--- config.mk ---
export PLATFORM = sky130hd
export DESIGN_NAME = aes128_out_serializer
export DESIGN_NICKNAME = d
export VERILOG_FILES = /design/src/rtl/aes128_out_serializer.sv
export SDC_FILE = /design/constraint.sdc
export NUM_CORES = 1
export LEC_CHECK = 0
export ABC_AREA = 0
export CAP_MARGIN = 20
export CORE_UTILIZATION = 54
export CTS_CLUSTER_SIZE = 40
export DETAILED_ROUTE_END_ITERATION = 10
export HOLD_SLACK_MARGIN = 0.08
export MAX_ROUTING_LAYER = met4
export PLACE_DENSITY = 0.82
export SLEW_MARGIN = 10
export SYNTH_ARGS = -nofsm -noshare
export SYNTH_HDL_FRONTEND = slang
export SYNTH_SLANG_ARGS = --single-unit
export TNS_END_PERCENT = 1
--- constraint.sdc ---
create_clock -name clk -period 1.8 [get_ports clk]
set_input_delay 0.36 -clock clk [delete_from_list [all_inputs] [get_ports clk]]
set_output_delay 0.36 -clock clk [all_outputs]
set_load 0.03 [all_outputs]
--- src/rtl/aes128_out_serializer.sv ---
// aes128_out_serializer
// Streams a DATA_WIDTH ciphertext word out as OUT_WIDTH beats, LSB slice first,
// over a valid/ready handshake. One word of input buffering (hbuf) lets the
// next word be captured while the current one shifts out, so back-to-back
// words leave the block with no bubble. Also keeps a transferred-word counter
// and an XOR signature of every transferred beat.
//
// state | meaning
// ------+------------------------------------------------------------
// IDLE  | shift register empty, out_valid low
// SHIFT | sreg holds a word being streamed, out_valid high
module aes128_out_serializer #(
  parameter int DATA_WIDTH = 128,
  parameter int OUT_WIDTH  = 8
) (
  input  logic                  clk,
  input  logic                  reset,
  input  logic [DATA_WIDTH-1:0] in_data,
  input  logic                  in_valid,
  output logic                  in_ready,
  output logic [OUT_WIDTH-1:0]  out_data,
  output logic                  out_valid,
  input  logic                  out_ready,
  output logic                  out_last,
  output logic [15:0]           words_sent,
  output logic [OUT_WIDTH-1:0]  signature
);

  localparam int BEATS = DATA_WIDTH / OUT_WIDTH;
  localparam int CW    = (BEATS > 1) ? $clog2(BEATS) : 1;
  localparam logic [CW-1:0] LAST_CNT = CW'(BEATS - 1);

  typedef enum logic {
    IDLE  = 1'b0,
    SHIFT = 1'b1
  } state_t;

  state_t                 state;
  logic [DATA_WIDTH-1:0]  hbuf;
  logic                   hvalid;
  logic [DATA_WIDTH-1:0]  sreg;
  logic [CW-1:0]          cnt;
  logic [15:0]            words_q;
  logic [OUT_WIDTH-1:0]   sig_q;

  logic busy;
  logic accept;
  logic xfer;
  logic last_xfer;
  logic load;

  // Handshake decode; a load on the last beat transfer keeps the stream gapless.
  always_comb begin
    busy      = (state == SHIFT);
    accept    = in_valid && !hvalid;
    xfer      = busy && out_ready;
    last_xfer = xfer && (cnt == LAST_CNT);
    load      = hvalid && (!busy || last_xfer);
  end

  // Hold buffer, shift register, beat counter and the IDLE/SHIFT state.
  always_ff @(posedge clk or negedge reset) begin
    if (!reset) begin
      state  <= IDLE;
      hbuf   <= '0;
      hvalid <= 1'b0;
      sreg   <= '0;
      cnt    <= '0;
    end else begin
      // accept and load are mutually exclusive: accept needs !hvalid, load needs hvalid
      if (accept) begin
        hbuf   <= in_data;
        hvalid <= 1'b1;
      end
      if (load) begin
        sreg   <= hbuf;
        cnt    <= '0;
        hvalid <= 1'b0;
        state  <= SHIFT;
      end else if (xfer) begin
        sreg <= sreg >> OUT_WIDTH;
        if (last_xfer) begin
          cnt   <= '0;
          state <= IDLE;
        end else begin
          cnt <= cnt + 1'b1;
        end
      end
    end
  end

  // Word counter (free-running wrap) and XOR signature of transferred beats.
  always_ff @(posedge clk or negedge reset) begin
    if (!reset) begin
      words_q <= '0;
      sig_q   <= '0;
    end else begin
      if (xfer) begin
        sig_q <= sig_q ^ sreg[OUT_WIDTH-1:0];
      end
      if (last_xfer) begin
        words_q <= words_q + 16'd1;
      end
    end
  end

  // Outputs are straight decodes of registered state.
  always_comb begin
    in_ready   = !hvalid;
    out_valid  = busy;
    out_data   = sreg[OUT_WIDTH-1:0];
    out_last   = busy && (cnt == LAST_CNT);
    words_sent = words_q;
    signature  = sig_q;
  end

endmodule

Word level (Yosys, flattened, before mapping):

Index checks and enable logic that the tools add are counted.

* register bits: 286
* input port bits: 132
* output and inout port bits: 35

* multiplexer cells: 10
* $add $sub $neg: 2
* reduce and logical (&&, ||, !) cells: 12
* eq/ne operators: 1
* bitwise gates (word level): 1

Operators by type and width (count)
* $mux 128: 2
* $add 16x1->16 const B: 1
* $mux 4: 3
* $xor 8x8->8: 1
* $reduce_bool 2->1: 3
* $logic_and 1x1->1: 5
* $mux 1: 5
* $add 4x1->4 const B: 1
* $eq 4x4->1 const B: 1
* $logic_not 1->1: 2
* $reduce_and 2->1: 1
* $logic_or 1x1->1: 1

Depth between registers and ports, before layout:

Gate-level depths: netlist of the first run.

* word-level depth: 6
* mapped depth: 7

Worst setup path before layout of the first run:

Ideal clock, no wire load.

* kind: register to register
* from: register state, in the netlist out_valid
* to: register words_q[1], in the netlist words_sent[1]
* period minus slack after synthesis: 1694 ps
* path buffers: 2
* slack: 106 ps
* stages on the path, launching flop included: 6
* library setup time: 125 ps
* data arrival time: 1569 ps
* required time: 1675 ps
* cells stage by stage: dfrtp_1 -> buf_2 -> and2_1 -> buf_2 -> and2_1 -> mux2_2

* cells in the longest elaborated chain, start to end: 2

RTL lines
* start: declaration: line 38 `state_t state;`
* start signal: assignment: line 64 `state <= IDLE;`
* start signal: assignment: line 79 `state <= SHIFT;`
* start signal: assignment: line 84 `state <= IDLE;`
* $logic_and 1x1->1: line 56 `xfer = busy && out_ready;`
* $logic_and 1x1->1: line 57 `last_xfer = xfer && (cnt == LAST_CNT);`
* end signal: assignment: line 102 `words_q <= words_q + 16'd1;`
* end: declaration: line 43 `logic [15:0] words_q;`

No other way between the ends.
A chain may end at the register's enable or synchronous reset.

Final worst setup path of the first run:

* from: register cnt[1]
* to: output out_last

* cells in the longest elaborated chain, start to end: 2

RTL lines
* start: declaration: line 42 `logic [CW-1:0] cnt;`
* start signal: assignment: line 86 `cnt <= cnt + 1'b1;`
* $eq 4x4->1: line 112 `out_last = busy && (cnt == LAST_CNT);`
* $logic_and 1x1->1: line 112
* end: declaration: line 24 `output logic out_last,`

No other way between the ends.

==> results.cfg, run 1 <==
[worst_setup_path]
critPathMaxFanout = 4
worstSetupPathType = flop to output port
worst-endpoint-required_ps = 1440
cp_slowest_cell = dfrtp_1
cp_slowest_stage_delay_ps = 420
crit_path_cell_trace = ha_4, and3_4, and2_4, buf_6
crit_path_start_kind = flop
crit_arrival_ps = 1610
worstSetupEndpointType = output port

[synth]
syn_avg_cell_area_um2 = 12.2
synth-simple-area-share_pct = 10.4
synth-seq-cells = 286
synthMuxAreaShare_pct = 12.7
synth_compound_area_share_pct = 9.04
synth_edf_count = 0
synth.distinct_cells = 32
yosys_most_used_dff = dfrtp_1
mappedNetlistNets = 1072
post_synthesis_adder_cell_area_fraction_pct = 0.218
synth-xor-area-share_pct = 1.83
syn-instance-count = 938
synth_area_mm2 = 0.0115
yosys_warn_count = 0
synth.yosys.seq_area_share_pct = 62.4
share_of_synthesized_flip_flops_with_an_asynchronous_set_or_reset_pct = 100
synth_top_family_by_area = multiplexers

[clock_tree]
cts-htree-levels = 1
clk_pin_slew_worst_paths_ps = 60
worstSkewPairLatency_ps = 540
cts_inserted_buffers = 29
cts_max_path_buffers = 3
cts-root-buf = clkbuf_16
cts.sink_count = 286
cts_tree = done

[grt]
grt_overflow_total = 0
grt_pass1_wl_um = 41900
first_global_vias = 8200
largest_net_degree_at_the_start_of_global_routing = 72
antenna_found_initial = 0
track_usage_pct = 25.1

[sta]
rsz0062_at_grt = yes
worst_slew_pin_slew_ps = 381
fin_worst_skew_ps = 15.2
worst_case_hold_slack_ps = 297
timing.fmax_ghz = 0.507
hold_violations = 0
layout_worst_path_cycle_share_pct = 109
max_transition_margin_pct = 74.6
setup_viol = 1
layout_min_cycle_time_ps = 1970
final_critical_path_setup_slack_ps = -171
tns_ps = -171
report.final.slew_viol_count = 0

[power]
p_seq_share_pct = 48.0
total_internal_power_w = 0.0160
power_density_mw_per_mm2 = 1540
p_comb_share_pct = 25.9
p_leak_nw = 7.01
switchingPower_w = 0.00681
power_share_of_the_clock_group_pct = 26.1
vdd_drop_max_mv = 0.957
power_switching_share_pct = 29.9

[finish]
sequential_cell_area_mm2 = 0.00716
final_cell_mix = 286 x dfrtp_1, 259 x nand2_1, 130 x clkdlybuf4s50_1, 129 x mux2_2, 115 x a22oi_1
multiInputGateArea_mm2 = 0.00401
nets = 1262
insertedDiodeCount = 0
most_common_library_cell_in_the_layout_ignoring_fill_and_taps = dfrtp_1
flow.area_growth_from_synthesis_pct = 28.9
nFillCells = 1404
layout.cell_area.non_filler_mm2 = 0.0148
drive_gt1_share_pct = 22.1

[die]
io_pins = 167
die_x_um = 148
dieArea_mm2 = 0.0218
floorplan.initialDensity_pct = 55.8
chipHeight_um = 148
fp-row-count = 52
core-area_mm2 = 0.0206

[route]
iteration_0_drc_count_of_the_detailed_router = 415
total_vias_in_the_final_route = 7848
drt-pass1-iter-count = 6
detail_route.wirelength_um = 25900
drtAntennaViolNets = 0
wire_per_inst_um = 18.2
avgViaCountPerCell = 5.53
drc = 0

[worst_hold_path]
hold_path_class = input port to async pin

[outcome]
violations = setup timing
result_of_the_run = complete, but fails checks

[flow_run]
drv.max_cap_violation_count = 0

[placement]
gp_routability_congestion = 0.792
place_hpwl_um = 17200
dpl-instance-area_mm2 = 0.0138
place.port_buffers = 166
## critical path, delay by kind of cell, from the launching register on
family | cells | cell delay [ps]
flops | 1 | 420
fa+ha+maj | 1 | 190
simple gates | 2 | 340
buf+inv | 1 | 130
## repair_timing
action,CTS,global route
gates resized for setup,42,13
hold buffers,1,0
hold endpoints to repair,88,0
setup buffers,0,2
pin swaps,0,2
endpoints found under the setup margin,35,7
## sequential cells by signal, indices dropped and copies added, names as in the netlist
register    flops
hbuf          128
sreg          128
words_sent     16
signature       8
cnt             4
hvalid          1
out_valid       1
## cell families after synthesis
| family | after synthesis |
|---|---|
| adders and majority gates | 2 |
| DFF | 286 |
| AOI/OAI and AO/OA | 137 |
| and+or+nand+nor | 291 |
| buffers and inverters | 68 |
| muxes | 130 |
| xor gates and xnor gates | 24 |
## layout make-up
cell class,count,share of cell area (%)
clock buffers,46,6.02
clock inverters,7,0.474
inverters,3,0.0761
multi-input cells,584,27.1
flip-flops and latches,286,48.4
well taps,270,2.28
repair buffers,224,15.6
## cells in the mapped netlist (2+ instances only)
cell type | instances | area share, %
and2_1 | 3 | 0.16
nor3_2 | 2 | 0.17
nand3_1 | 7 | 0.31
xor2_1 | 7 | 0.53
buf_2 | 42 | 1.8
buf_1 | 2 | 0.065
xnor2_1 | 17 | 1.3
o21ai_0 | 3 | 0.13
a22oi_1 | 120 | 7.9
a22o_1 | 8 | 0.61
nand2_1 | 259 | 8.5
nor2_1 | 5 | 0.16
nand4_1 | 4 | 0.22
buf_4 | 21 | 1.4
ha_1 | 2 | 0.22
dfrtp_1 | 286 | 62
inv_1 | 3 | 0.098
and3_1 | 5 | 0.27
mux2_2 | 129 | 13
## stage by stage
stage	instances	util [%]	worst slack (ps)	total power (W)
CTS	1418	71.7	-241	0.0229
global placement	1364	67.1	-138	0.0165
detailed placement	1364	67.1	-167	0.0169
floorplan	938	-	106	0.0145
finish	1420	71.9	-171	0.0228
global route	1420	71.9	-218	0.0240
## power groups by stage
stage / clock network (W) / logic, W / registers (W)
4_1_cts: 0.00605 / 0.00593 / 0.0109
2_1_floorplan: 0 / 0.00398 / 0.0105
3_3_place_gp: 0 / 0.00569 / 0.0108
6_report: 0.00593 / 0.00590 / 0.0109
3_5_place_dp: 0 / 0.00596 / 0.0110
5_1_grt: 0.00632 / 0.00643 / 0.0112
## layer usage
layer  vias up  GRT usage (%)  wire length [um]  part of all wire (%)
li1       3633              -                 -                     -
met1      3934           30.7             10400                    40
met2       247           43.8             13800                    53
met3        34           3.98              1280                   5.0
met4         0           5.82               457                   1.8
met5         -              -                 0                     0
## final timing paths
path                                       endpoint  cells after the start             startpoint  slack [ps]
max in group asynchronous      hbuf[51]$_DFFE_PN0P_                      3                  reset         810
max reg2reg                    sreg[84]$_DFFE_PN0P_                      7     cnt[1]$_DFFE_PN0P_          60
min reg2reg                   sreg[111]$_DFFE_PN0P_                      2  hbuf[111]$_DFFE_PN0P_         460
max                                        out_last                      4     cnt[1]$_DFFE_PN0P_        -170
min in group clk              hbuf[105]$_DFFE_PN0P_                      2           in_data[105]         420
min                        signature[3]$_DFFE_PN0P_                      2                  reset         300
(Power assumes the default switching activity.)
==> run 2: changes to the inputs <==
Settings changed: CORE_UTILIZATION 54 to 53, PLACE_DENSITY 0.82 to 0.81.
==> run 2 against run 1 <==
Highest routed layer unchanged. Global-route usage fell by 0.91 points. Clock skew grew 3.7 ps. Largest cell class unchanged. Non-clock buffer count decreased by 7. The run still ends with setup timing left.
==> results.cfg, run 2 (synthesized netlist as in run 1, its figures left out) <==
[outcome]
result_of_the_run = complete, but fails checks
violations = setup timing

[grt]
antenna_found_initial = 0
grt_overflow_total = 0
global_route.usage.met2_pct = 40.9
largest_net_degree_at_the_start_of_global_routing = 59
first_global_vias = 8134
grt_util_met3_pct = 3.36
track_usage_pct = 24.2
grt_most_used_layer = met2
use_met1_pct = 30.5
grt_pass1_wl_um = 41400

[finish]
utilization_pct = 69.9
instances_no_fill = 1419
most_common_library_cell_in_the_layout_ignoring_fill_and_taps = dfrtp_1
insertedDiodeCount = 0
final_cell_mix = 286 x dfrtp_1, 259 x nand2_1, 130 x clkdlybuf4s50_1, 129 x mux2_2, 119 x a22oi_1
drive_gt1_share_pct = 21.5
layout.cell_area.non_filler_mm2 = 0.0148
sequential_cell_area_mm2 = 0.00716
nets = 1255
flow.area_growth_from_synthesis_pct = 29.0
multiInputGateArea_mm2 = 0.00399
nFillCells = 1465

[power]
p_seq_share_pct = 47.0
power_switching_share_pct = 29.1
switchingPower_w = 0.00673
p_leak_nw = 7.02
total_internal_power_w = 0.0164
vdd_drop_max_mv = 0.900
p_comb_share_pct = 24.8
power_share_of_the_clock_group_pct = 28.2
power_density_mw_per_mm2 = 1560

[clock_tree]
cts_inserted_buffers = 29
clk_pin_slew_worst_paths_ps = 60
cts-root-buf = clkbuf_16
cts.sink_count = 286
worstSkewPairLatency_ps = 540
cts-htree-levels = 1
cts_tree = done
cts_max_path_buffers = 3

[worst_setup_path]
cp_slowest_stage_delay_ps = 420
worst-endpoint-required_ps = 1440
cp_slowest_cell = dfrtp_1
critical-path-top-delay-family = flip-flops
critPathMaxFanout = 4
crit_path_start_kind = flop
crit_arrival_ps = 1610
worstPathBufferInverterCount = 1
crit_path_cell_trace = ha_4, and3_4, and2_4, buf_6
worstSetupPathType = flop to output port
worstSetupEndpointType = output port

[sta]
rsz0062_at_grt = yes
timing.fmax_ghz = 0.509
max_transition_margin_pct = 77.0
hold_violations = 0
fin_worst_skew_ps = 18.9
final_critical_path_setup_slack_ps = -166
worst_case_hold_slack_ps = 304
layout_worst_path_cycle_share_pct = 109
worst_slew_pin_slew_ps = 347
layout_min_cycle_time_ps = 1970
tns_ps = -166
setup_viol = 1
report.final.slew_viol_count = 0

[die]
io_pins = 167
floorplan.initialDensity_pct = 54.2
core-area_mm2 = 0.0212
chipHeight_um = 149
die_x_um = 149
dieArea_mm2 = 0.0222
fp-row-count = 53

[route]
wire_per_inst_um = 17.7
avgViaCountPerCell = 5.50
detail_route.wirelength_um = 25100
drc = 0
drt-pass1-iter-count = 5
total_vias_in_the_final_route = 7807
iteration_0_drc_count_of_the_detailed_router = 462
drtAntennaViolNets = 0

[worst_hold_path]
hold_path_class = input port to async pin

[placement]
dpl-instance-area_mm2 = 0.0137
place_hpwl_um = 16900
place.port_buffers = 166
numPlacedInstances = 1362
gp_routability_congestion = 0.808

[flow_run]
drv.max_cap_violation_count = 0
==> run 2: changes by cell type in the layout (fill, tap and decap cells not counted), sizes merged <==
cell           change
bufinv             +5
buf                -7
clkinv             +4
clkdlybuf4s15      +1
inv                -1
clkbuf             -8
==> run 2: stage by stage <==
step	total power, W	setup WS, ps
floorplan	0.0145	106
global placement	0.0164	-131
detailed placement	0.0168	-201
CTS	0.0233	-223
global route	0.0244	-224
finish	0.0231	-166
==> run 2: worst reg2reg max path: cells and delay by family (launching register included) <==
kind,cells,cell delay (ps)
DFF,1,420
and+or+nand+nor,2,270
buffers and inverters,2,430
AOI/OAI and AO/OA,2,370
adders and majority gates,1,180
==> run 2: area by class of cell <==
type | count | area share (%)
Multi-Input combinational cell | 584 | 27.0
Timing Repair Buffer | 217 | 15.1
Tap cell | 275 | 2.33
Inverter | 3 | 0.0761
Sequential cell | 286 | 48.4
Clock inverter | 15 | 1.56
Clock buffer | 39 | 5.56
==> run 2: power by group through the flow <==
stage | registers, W | clock network (W) | logic [W]
floorplan | 0.0105 | 0 | 0.00398
global placement | 0.0109 | 0 | 0.00558
detailed placement | 0.0110 | 0 | 0.00586
CTS | 0.0109 | 0.00662 | 0.00579
global route | 0.0112 | 0.00690 | 0.00629
finish | 0.0109 | 0.00652 | 0.00572
==> run 2: path summary, 6_finish.rpt <==
| check | endpoint | slack, ps | startpoint | depth (start not counted) |
|---|---|---|---|---|
| worst max-delay path | out_last | -170 | cnt[0]$_DFFE_PN0P_ | 4 |
| worst min-delay path | sreg[30]$_DFFE_PN0P_ | 300 | reset | 2 |
| worst max register to register | sreg[51]$_DFFE_PN0P_ | 70 | cnt[0]$_DFFE_PN0P_ | 7 |
| worst min register to register | sreg[104]$_DFFE_PN0P_ | 460 | hbuf[104]$_DFFE_PN0P_ | 2 |
| max in group asynchronous | words_sent[15]$_DFFE_PN0P_ | 870 | reset | 3 |
| min in group clk | hbuf[102]$_DFFE_PN0P_ | 430 | in_data[102] | 2 |
==> run 2: repair_timing <==
item | 4_1_cts | 5_1_grt
hold buffers | 1 | 0
buffers inserted | 0 | 2
resized for setup | 42 | 8
setup endpoints to repair | 48 | 7
pin swaps | 1 | 3
endpoints found under the hold margin | 104 | 0
==> run 2: per-layer routing <==
layer  wire length (um)  vias to the layer above
met4                648                        0
met5                  0                        -
li1                   -                     3619
met3               1060                       46
met1              10200                     3947
met2              13200                      195
